==> src/rtl/cpu_0_oci_pkg.sv <==
// Shared constants and types for the OCI direct-control-transfer trace path.
package cpu_0_oci_pkg;

    localparam int DCT_W   = 30;
    localparam int CODE_W  = 2;
    localparam int CNT_W   = 4;
    localparam int DEPTH   = DCT_W / CODE_W;
    localparam int FRAME_W = CNT_W + DCT_W;

    // A frame is {count, buffer}; the buffer occupies the low bits.
    localparam int FRAME_BUF_LSB = 0;
    localparam int FRAME_CNT_LSB = DCT_W;

    localparam logic [CODE_W-1:0] DCT_ILLEGAL   = 2'b00;
    localparam logic [CODE_W-1:0] DCT_TAKEN     = 2'b01;
    localparam logic [CODE_W-1:0] DCT_NOT_TAKEN = 2'b10;
    localparam logic [CODE_W-1:0] DCT_EXC       = 2'b11;

    localparam logic [CNT_W-1:0] DCT_FULL = CNT_W'(DEPTH);

    typedef struct packed {
        logic [CNT_W-1:0] count;
        logic [DCT_W-1:0] buffer;
    } dct_frame_t;

    function automatic logic dct_code_legal(input logic [CODE_W-1:0] c);
        return c != DCT_ILLEGAL;
    endfunction

endpackage

==> src/rtl/cpu_0_oci_dct_frame_reg.sv <==
// Single-entry valid/ready frame register feeding the trace FIFO.
module cpu_0_oci_dct_frame_reg
    import cpu_0_oci_pkg::*;
(
    input  logic       clk,
    input  logic       reset_n,
    input  logic       load_i,
    input  dct_frame_t load_frame_i,
    input  logic       frame_ready_i,
    output logic       slot_free_o,
    output logic       frame_valid_o,
    output dct_frame_t frame_o
);

    logic       valid_q, valid_d;
    dct_frame_t frame_q, frame_d;

    // The slot can take a new frame when empty or when its current frame leaves this cycle.
    assign slot_free_o = !valid_q || frame_ready_i;

    always_comb begin
        valid_d = valid_q;
        frame_d = frame_q;
        if (load_i) begin
            valid_d = 1'b1;
            frame_d = load_frame_i;
        end else if (frame_ready_i) begin
            valid_d = 1'b0;
        end
    end

    always_ff @(posedge clk or negedge reset_n) begin
        if (!reset_n) begin
            valid_q <= 1'b0;
            frame_q <= '0;
        end else begin
            valid_q <= valid_d;
            frame_q <= frame_d;
        end
    end

    assign frame_valid_o = valid_q;
    assign frame_o       = frame_q;

endmodule

==> src/rtl/cpu_0_oci_dct_packer.sv <==
// Packs 2-bit branch-outcome codes into 30-bit DCT trace frames with flush support.
module cpu_0_oci_dct_packer
    import cpu_0_oci_pkg::*;
(
    input  logic               clk,
    input  logic               reset_n,
    input  logic               code_valid,
    input  logic [CODE_W-1:0]  code,
    output logic               code_ready,
    input  logic               flush_req,
    output logic               flush_done,
    output logic               frame_valid,
    input  logic               frame_ready,
    output logic [FRAME_W-1:0] frame_data,
    output logic [DCT_W-1:0]   dct_buffer,
    output logic [CNT_W-1:0]   dct_count,
    output logic               code_err
);

    logic [DCT_W-1:0] buf_q, buf_d, base_buf;
    logic [CNT_W-1:0] cnt_q, cnt_d, base_cnt;
    logic             flush_pending_q, flush_pending_d;
    logic             flush_done_q, flush_done_d;
    logic             code_err_q, code_err_d;
    logic             slot_free, transfer, accept, insert;
    dct_frame_t       live_frame, frame_q;

    assign live_frame = '{count: cnt_q, buffer: buf_q};

    assign transfer   = slot_free && ((cnt_q == DCT_FULL) || (flush_pending_q && (cnt_q != '0)));
    assign code_ready = slot_free || ((cnt_q != DCT_FULL) && !flush_pending_q);
    assign accept     = code_valid && code_ready;
    assign insert     = accept && dct_code_legal(code);

    // A transferring buffer is empty for this cycle's insert, so codes keep flowing with no bubble.
    always_comb begin
        base_buf = transfer ? '0 : buf_q;
        base_cnt = transfer ? '0 : cnt_q;
        buf_d    = base_buf;
        cnt_d    = base_cnt;
        if (insert) begin
            buf_d = {base_buf[DCT_W-CODE_W-1:0], code};
            cnt_d = base_cnt + CNT_W'(1);
        end

        code_err_d      = code_err_q || (accept && !dct_code_legal(code));
        flush_pending_d = flush_pending_q;
        flush_done_d    = 1'b0;

        // A flush request arriving while one is pending merges into it.
        if (flush_pending_q) begin
            if (transfer) begin
                flush_pending_d = 1'b0;
                flush_done_d    = 1'b1;
            end
        end else if (flush_req) begin
            if (cnt_d == '0) begin
                flush_done_d = 1'b1;
            end else begin
                flush_pending_d = 1'b1;
            end
        end
    end

    always_ff @(posedge clk or negedge reset_n) begin
        if (!reset_n) begin
            buf_q           <= '0;
            cnt_q           <= '0;
            flush_pending_q <= 1'b0;
            flush_done_q    <= 1'b0;
            code_err_q      <= 1'b0;
        end else begin
            buf_q           <= buf_d;
            cnt_q           <= cnt_d;
            flush_pending_q <= flush_pending_d;
            flush_done_q    <= flush_done_d;
            code_err_q      <= code_err_d;
        end
    end

    cpu_0_oci_dct_frame_reg u_frame_reg (
        .clk          (clk),
        .reset_n      (reset_n),
        .load_i       (transfer),
        .load_frame_i (live_frame),
        .frame_ready_i(frame_ready),
        .slot_free_o  (slot_free),
        .frame_valid_o(frame_valid),
        .frame_o      (frame_q)
    );

    assign frame_data = frame_q;
    assign dct_buffer = buf_q;
    assign dct_count  = cnt_q;
    assign flush_done = flush_done_q;
    assign code_err   = code_err_q;

endmodule

==> config.mk <==
export PLATFORM = sky130hd
export DESIGN_NAME = cpu_0_oci_dct_packer
export DESIGN_NICKNAME = d
export VERILOG_FILES = /design/src/rtl/cpu_0_oci_pkg.sv /design/src/rtl/cpu_0_oci_dct_frame_reg.sv /design/src/rtl/cpu_0_oci_dct_packer.sv
export SDC_FILE = /design/constraint.sdc
export NUM_CORES = 1
export LEC_CHECK = 0
export BUFFER_PORTS_ARGS = -buffer_cell sky130_fd_sc_hd__buf_2
export CORE_ASPECT_RATIO = 1.1
export CORE_UTILIZATION = 40
export CTS_CLUSTER_DIAMETER = 100
export DETAILED_ROUTE_END_ITERATION = 8
export GPL_TIMING_DRIVEN = 0
export SLEW_MARGIN = 20
export SYNTH_ARGS = -nofsm -noshare
export SYNTH_HDL_FRONTEND = slang
export SYNTH_SLANG_ARGS = --single-unit
==> constraint.sdc <==
create_clock -name clk -period 5.55 [get_ports clk]
set_input_delay 1.3875 -clock clk [delete_from_list [all_inputs] [get_ports clk]]
set_output_delay 1.3875 -clock clk [all_outputs]
set_load 0.01 [all_outputs]
==> results of run 1 <==
## kinds of logic after synthesis
| group | after synthesis | synth area share (%) |
|---|---|---|
| xor+xnor | 2 | 0.577 |
| simple gates | 180 | 24.1 |
| buf+inv | 26 | 4.65 |
| flops | 72 | 59.3 |
| compound gates | 52 | 10.6 |
| mux | 1 | 0.371 |
| fa+ha+maj | 1 | 0.412 |
## sequential cells by signal, indices dropped and copies added, names as in the netlist
register and flops:
dct_buffer 30, flush_done 1, dct_count 4, u_frame_reg.frame_o 34, code_err 1, flush_pending_q 1
u_frame_reg.frame_valid_o 1
## layout by cell type, fill, tap and decap left out, types with 3 or more instances in the layout
master	n
nand2_1	159
buf_2	88
dfrtp_1	72
a21oi_1	31
clkbuf_8	10
clkbuf_1	6
buf_4	5
o21ai_0	4
nor2b_1	3
a31oi_1	3
inv_1	3
## area by class of cell
| cell class | instances | area, um2 | share of cell area [%] |
|---|---|---|---|
| Timing Repair Buffer | 79 | 420 | 11.1 |
| Sequential cell | 72 | 1800 | 47.6 |
| Multi-Input combinational cell | 236 | 1090 | 28.9 |
| Inverter | 3 | 11.3 | 0.298 |
| Tap cell | 85 | 106 | 2.81 |
| Buffer | 23 | 130 | 3.44 |
| Clock buffer | 10 | 138 | 3.64 |
| Clock inverter | 5 | 81.3 | 2.15 |
## routing by layer
layer | global-route usage (%) | part of all wire (%)
met1 | 27.5 | 46
met2 | 31.9 | 46
met3 | 3.80 | 5.6
met4 | 8.33 | 1.9
met5 | 0 | 0
## path summary, 6_finish.rpt
kind | start | end | slack, ps | depth (start not counted)
max | frame_ready | code_ready | 1990 | 4
min | code_err | code_err | 460 | 1
max reg2reg | dct_count[3] | flush_pending_q | 2870 | 10
min reg2reg | code_err | code_err | 460 | 1
max in group asynchronous | reset_n | u_frame_reg.frame_o[11] | 4030 | 2
min in group asynchronous | reset_n | dct_count[2] | 970 | 1
## power groups by stage
stage | registers (uW) | logic (uW) | clock network (uW)
floorplan | 757 | 375 | 0
global placement | 716 | 643 | 0
detailed placement | 719 | 656 | 0
CTS | 709 | 659 | 468
global route | 724 | 735 | 492
finish | 707 | 653 | 457
## stage by stage
step                cells  worst slack, ps  cell area, um2
floorplan             334             2380            3040
global placement      497             2040            3530
detailed placement    498             2000            3560
CTS                   513             2000            3780
global route          513             1930            3780
finish                513             1990            3780
## cells in the mapped netlist (2+ instances only)
library cell,n,area share (%)
nand3_1,2,0.33
inv_1,3,0.37
clkbuf_1,6,0.74
a32o_1,2,0.66
nor2b_1,3,0.62
buf_6,2,0.74
and2_1,2,0.41
buf_4,4,0.99
nand2_1,159,20
xnor2_1,2,0.58
nor2_1,2,0.25
dfrtp_1,72,59
a21oi_1,31,5.1
o211ai_1,2,0.49
o21ai_0,4,0.66
a31oi_1,3,0.62
buf_2,11,1.8
o211a_1,2,0.66
nand2b_1,2,0.41
## worst max-delay path, cell delays in order
cell and delay, ps:
buf_2 110, nor2b_1 290, o21ai_0 200, buf_2 190
==> reports/results.ini, run 1 <==
[cts]
cts_tree=done
numClockSinks=72
cts_max_level=3
cts_buffers=9
clk_pin_slew_worst_paths_ps=70
cts_resized=0
clk_path_buf_depth=2
post_cts_buffers=0
cts-root-buf=clkbuf_8
worstSkewPairLatency_ps=340
hold_buffers=0

[pwr]
p_leak_uw=0.00210
p_clk_share_pct=25.1
powerDensity_mw_per_mm2=480
p_int_uw=1140
seqPwrFrac_pct=38.9
combPwrFrac_pct=35.9
ir_worst_vdd_mv=0.204
swShare_pct=37.2
total_power_uw=1820
p_switching_uw=675

[logic_synthesis]
synth-main-ff-cell=dfrtp_1
synth-edff-count=0
synth-seq-area-share_pct=59.3
synth_nets=342
synthCells=334
syn-cell-area_mm2=0.00304
syn_area_per_cell_um2=9.10
ys_types=39
ys_seq_elements=72
async_reset_ff_share_pct=100
ys.warnings.count=0

[grt]
antenna_found_initial=0
grt_usage_pct=20.2
grt_pass1_wl_um=12500
grt_overflow=0
grt_start_max_net_pins=46
grt_pass1_vias=2481

[sta]
period_share_pct=64.2
min_period_ps=3560
hold_ws_ps=460
slew_headroom_pct=68.4
rsz0062_at_grt=false
fmax_ghz=0.281
tightest_slew_ps=473
finalSetupViolCount=0
fin_skew_ps=9.94
hold_viol_final=0
fin_tns_setup_ps=0
slew_viol_final=0

[route]
drc=0
via_per_inst=5.02
route.vias.total=2575
ant_nets=0
wirelength_um=7310
drtIter0Drc=150
detail_route.first_pass.iterations=4
wl_per_cell_um=14.2

[final_layout]
fill_cells=710
fin_util_pct=52.8
final_layout_size_suffix_gt1_share_pct=27.1
fin_nets=432
n_antenna_cell=0
syn2layout_area_growth_pct=24.5

[worst_setup_path]
required_ps=4160
crit_fanout=5
start_kind=input pin
crit_type=input pin to output pin
crit_path_end_kind=output pin
worst_ep_arrival_time_ps=2180

[status]
outcome=completed

[floorplanning]
die_h_um=93.4
fp-row-count=32
die_area_mm2=0.00795
die_x_um=85.1
ios=79
core_area_mm2=0.00717
initial_core_util_pct=42.4

[placed_design]
port_buffers=78
gp_congestion=0.818
hpwlAfterDp_um=5050

[run]
maxCapViolations=0

[min_path]
hold_class=flop to flop

Power figures use the tool's default switching activity.
==> run 2: changes to the inputs <==
Settings changed: PLACE_DENSITY from default to 0.66.
Clock period 5.55 ns to 2.9 ns, I/O delays scaled along.
==> run 2 against run 1 <==
Against the previous run:
- sequential cell count stayed put
- via count rose by 0.47%
- cell count unchanged
- global-route usage is 0.12 points higher
- clock power increased by 100%
- non-clock buffer count did not move
- die area did not move
- largest cell class unchanged
==> reports/results.ini, run 2 (synthesis gave the netlist of run 1 again) <==
[floorplanning]
die_area_mm2=0.00795
initial_core_util_pct=42.4
core_area_mm2=0.00717
fp-row-count=32
ios=79
die_h_um=93.4
die_x_um=85.1

[worst_setup_path]
cp_cell_sequence=buf_6 > or4_4 > o211ai_1 > buf_4 > and2_2 > ha_1 > nor2b_1 > o21ai_0 > nor4b_2 > o311a_1
reg2regPathDepth=10
cp_slowest_cell=or4_4
crit_path_end_kind=flop
worst_ep_arrival_time_ps=2960
crit_fanout=10
start_kind=flop
r2r_setup_slack_ps=230
critPathMaxStageDelay_ps=500
crit_type=flop to flop
required_ps=3190

[final_layout]
fin_nets=432
layout_common_cells=nand2_1 (159), buf_2 (88), dfrtp_1 (72)
final_layout_size_suffix_gt1_share_pct=27.3
largest_reg_flops=34
final_cell_count_no_fill=513
n_antenna_cell=0
syn2layout_area_growth_pct=24.8
layout_commonest_cell=nand2_1

[cts]
cts_max_level=3
cts_tree=done
cts_buffers=9
cts-root-buf=clkbuf_8
worstSkewPairLatency_ps=340
numClockSinks=72
post_cts_buffers=0
clk_pin_slew_worst_paths_ps=80
clk_path_buf_depth=2
cts_resized=0
hold_buffers=0

[grt]
grt_overflow=0
grt_pass1_vias=2516
grt_usage_pct=20.3
grt_start_max_net_pins=43
antenna_found_initial=0
grt_pass1_wl_um=12500

[route]
ant_nets=0
drtIter0Drc=93
wirelength_um=7340
wl_per_cell_um=14.3
route.vias.total=2587
detail_route.first_pass.iterations=5
via_per_inst=5.04
drc=0

[placed_design]
gp_congestion=0.827
preCtsSetupSlack_ps=24.1
port_buffers=78
dp_cells=498
hpwlAfterDp_um=5000

[sta]
period_share_pct=92.1
hold_ws_ps=308
finalSetupViolCount=0
rsz0062_at_grt=false
setup_slack_ps=230
fmax_ghz=0.374
slew_headroom_pct=68.4
hold_viol_final=0
fin_skew_ps=4.78
slew_viol_final=0
min_period_ps=2670
tightest_slew_ps=474
fin_tns_setup_ps=0

[pwr]
p_switching_uw=1300
combPwrFrac_pct=35.4
total_power_uw=3510
powerDensity_mw_per_mm2=927
ir_worst_vdd_mv=0.374
swShare_pct=37.0
p_leak_uw=0.00210
p_int_uw=2210
seqPwrFrac_pct=38.6
p_clk_share_pct=26.0

[run]
maxCapViolations=0

[status]
outcome=completed

[min_path]
hold_class=input pin to async pin

[run 2: through the flow]
| stage | cell area [um2] | utilization, % |
|---|---|---|
| 3_3_place_gp | 3530 | 49.3 |
| 4_1_cts | 3780 | 52.8 |
| 5_1_grt | 3790 | 52.9 |
| 3_5_place_dp | 3560 | 49.6 |
| 2_1_floorplan | 3040 | - |
| 6_report | 3790 | 52.9 |
[run 2: final cells by class]
cell class                 instances  area [um2]
fill                             701        3380
sequential                        72        1800
multi-input combinational        236        1100
timing repair buffer              79         413
clock buffer                      11         151
buffer                            23         130
tap                               85         106
clock inverter                     4        76.3
inverter                           3        11.3
[run 2: path summary, 6_finish.rpt]
check | from | endpoint
hold / removal | reset_n | dct_count[3]
setup reg to reg | dct_count[3] | flush_done
hold reg to reg | code_err | code_err
max in group asynchronous | reset_n | dct_buffer[10]
min in group clk | code_err | code_err
setup / recovery | dct_count[3] | flush_done
[run 2: per-layer routing]
layer,share of wire (%),GRT usage (%),up-vias
met4,1.6,10.2,0
met3,5.4,3.71,10
li1,-,-,1254
met5,0,0,-
met2,46,31.3,79
met1,47,27.7,1244
[run 2: power groups by stage]
| stage | Clock, uW | Sequential [uW] | Combinational [uW] |
|---|---|---|---|
| 6_report | 913 | 1360 | 1240 |
| 3_3_place_gp | 0 | 1370 | 1230 |
| 3_5_place_dp | 0 | 1370 | 1250 |
| 2_1_floorplan | 0 | 1450 | 718 |
| 4_1_cts | 934 | 1360 | 1260 |
| 5_1_grt | 966 | 1380 | 1400 |
[run 2: worst max-delay path: cells and delay by family (launching register included)]
family          cells  cell delay (ps)
fa+ha+maj           1              230
compound gates      3              470
simple gates        4             1150
flops               1              390
buf+inv             2              360
==> run 3: changes to the inputs <==
Settings changed: RECOVER_POWER from default to 25.
==> run 3 against run 2 <==
Against the previous run:
- the flow now finishes with violations (max-capacitance violations, max-slew violations)
- clock skew up 0.55 ps
- worst hold slack improved by 160 ps
- first-iteration DRC count fell by 24%
- non-clock buffer count is the same
- via count barely moved
- sequential cell count did not move
- sequential power about the same
- design area shrank 0.43%
- power hardly changed
- highest routed layer unchanged
==> reports/results.ini, run 3 (synthesis gave the netlist of run 1 again) <==
[worst_setup_path]
crit_type=flop to flop
rr_endpoint=flush_done
worst_ep_arrival_time_ps=2960
critPathMaxStageDelay_ps=500
cp_slowest_cell=or4_4
start_kind=flop
crit_fanout=10
crit_start=dct_count[3]
cp_cell_sequence=buf_6 > or4_4 > o211ai_1 > buf_4 > and2_2 > ha_1 > nor2b_1 > o21ai_0 > nor4b_2 > o311a_1
critPathCapture=flush_done
crit_family=simple AND/OR/NAND/NOR gates
worstSetupPathDepth=10
crit_path_end_kind=flop
reg2regPathDepth=10
r2r_setup_slack_ps=220
critPathBufInv=2
timing.rr.start=dct_count[3]
required_ps=3180

[floorplanning]
die_x_um=85.1
core_area_mm2=0.00717
die_area_mm2=0.00795
ios=79
die_h_um=93.4
initial_core_util_pct=42.4
fp-row-count=32

[sta]
finalSetupViolCount=0
slew_headroom_pct=-12.6
slew_viol_final=32
period_share_pct=92.3
fmax_ghz=0.374
rsz0062_at_grt=false
fin_tns_setup_ps=0
min_period_ps=2680
fin_skew_ps=5.33
hold_viol_final=0
tightest_slew_ps=1690

[route]
route.vias.total=2589
drtIter0Drc=71
ant_nets=0
detail_route.first_pass.iterations=7
wl_per_cell_um=14.3
drc=0
via_per_inst=5.05
wirelength_um=7320

[final_layout]
layout_common_cells=nand2_1 (159), buf_2 (88), dfrtp_1 (72)
final_layout_size_suffix_gt1_share_pct=27.1
fin_nets=432
fin_util_pct=52.7
layout_commonest_cell=nand2_1
finalInstanceArea_mm2=0.00377
syn2layout_area_growth_pct=24.3
largest_reg_flops=34
n_antenna_cell=0

[min_path]
hold_class=flop to flop
hold_depth=1

[run]
maxCapViolations=1

[grt]
grt_usage_pct=20.3
grt_pass1_vias=2516
grt_start_max_net_pins=43
grt_overflow=0
antenna_found_initial=0
grt_pass1_wl_um=12500

[placed_design]
placedInstanceArea_mm2=0.00356
gp_congestion=0.827
hpwlAfterDp_um=5000
port_buffers=78

[pwr]
p_switching_uw=1300
p_leak_uw=0.00209
ir_worst_vdd_mv=0.373
powerDensity_mw_per_mm2=930
p_int_uw=2210
swShare_pct=37.1
p_clk_share_pct=26.0
seqPwrFrac_pct=38.6
total_power_uw=3510
combPwrFrac_pct=35.4

[cts]
worstSkewPairLatency_ps=340
post_cts_buffers=0
cts_max_level=3
cts_buffers=9
hold_buffers=0
clk_path_buf_depth=2
cts_tree=done
clk_pin_slew_worst_paths_ps=80
cts_resized=0
cts-root-buf=clkbuf_8
numClockSinks=72

[status]
outcome=complete, but fails checks
violations=max-capacitance violations, max-slew violations

## run 3: cell types whose count changed in the layout (fill, tap and decap cells not counted)
cell      change
buf_12        -1
buf_4         -1
clkbuf_1      +1
clkbuf_4      +1
## run 3: final cells by class
| class | count | area [um2] |
|---|---|---|
| Fill cell | 703 | 3390 |
| Sequential cell | 72 | 1800 |
| Multi-Input combinational cell | 236 | 1100 |
| Timing Repair Buffer | 79 | 397 |
| Clock buffer | 11 | 151 |
| Buffer | 23 | 130 |
| Tap cell | 85 | 106 |
| Clock inverter | 4 | 76.3 |
| Inverter | 3 | 11.3 |
## run 3: through the flow
stage / instances / hold slack, ps / setup WS [ps]
after floorplan: 334 / 429 / 421
after global placement: 497 / 438 / 52.7
after detailed placement: 498 / 453 / 24.1
after CTS: 513 / 312 / 131
after global routing: 513 / 486 / 30.8
final: 513 / 468 / 224
## run 3: how the worst min path moves through the flow
| stage | startpoint | end | slack (ps) |
|---|---|---|---|
| after floorplan | reset_n | code_err | 430 |
| after global placement | code_err | code_err | 440 |
| after detailed placement | code_err | code_err | 450 |
| after CTS | reset_n | dct_count[3] | 310 |
| after global routing | code_err | code_err | 490 |
| final | code_err | code_err | 470 |
## run 3: power groups by stage
stage	clock network, uW	logic (uW)	registers [uW]
3_3_place_gp	0	1230	1370
6_report	912	1240	1360
2_1_floorplan	0	718	1450
4_1_cts	934	1260	1360
5_1_grt	966	1390	1380
3_5_place_dp	0	1250	1370
## run 3: worst reg2reg max path, cell delays in order (launching register included)
cell      delay (ps)
dfrtp_1          390
buf_6            140
or4_4            500
o211ai_1         140
buf_4            210
and2_2           170
ha_1             230
nor2b_1          140
o21ai_0          120
nor4b_2          360
o311a_1          210
## run 3: routing by layer
metal / up-vias / track usage, % / routed length [um]
li1: 1255 / - / -
met5: - / 0 / 0
met4: 0 / 10.2 / 121
met1: 1241 / 27.7 / 3410
met2: 83 / 31.3 / 3390
met3: 10 / 3.71 / 397
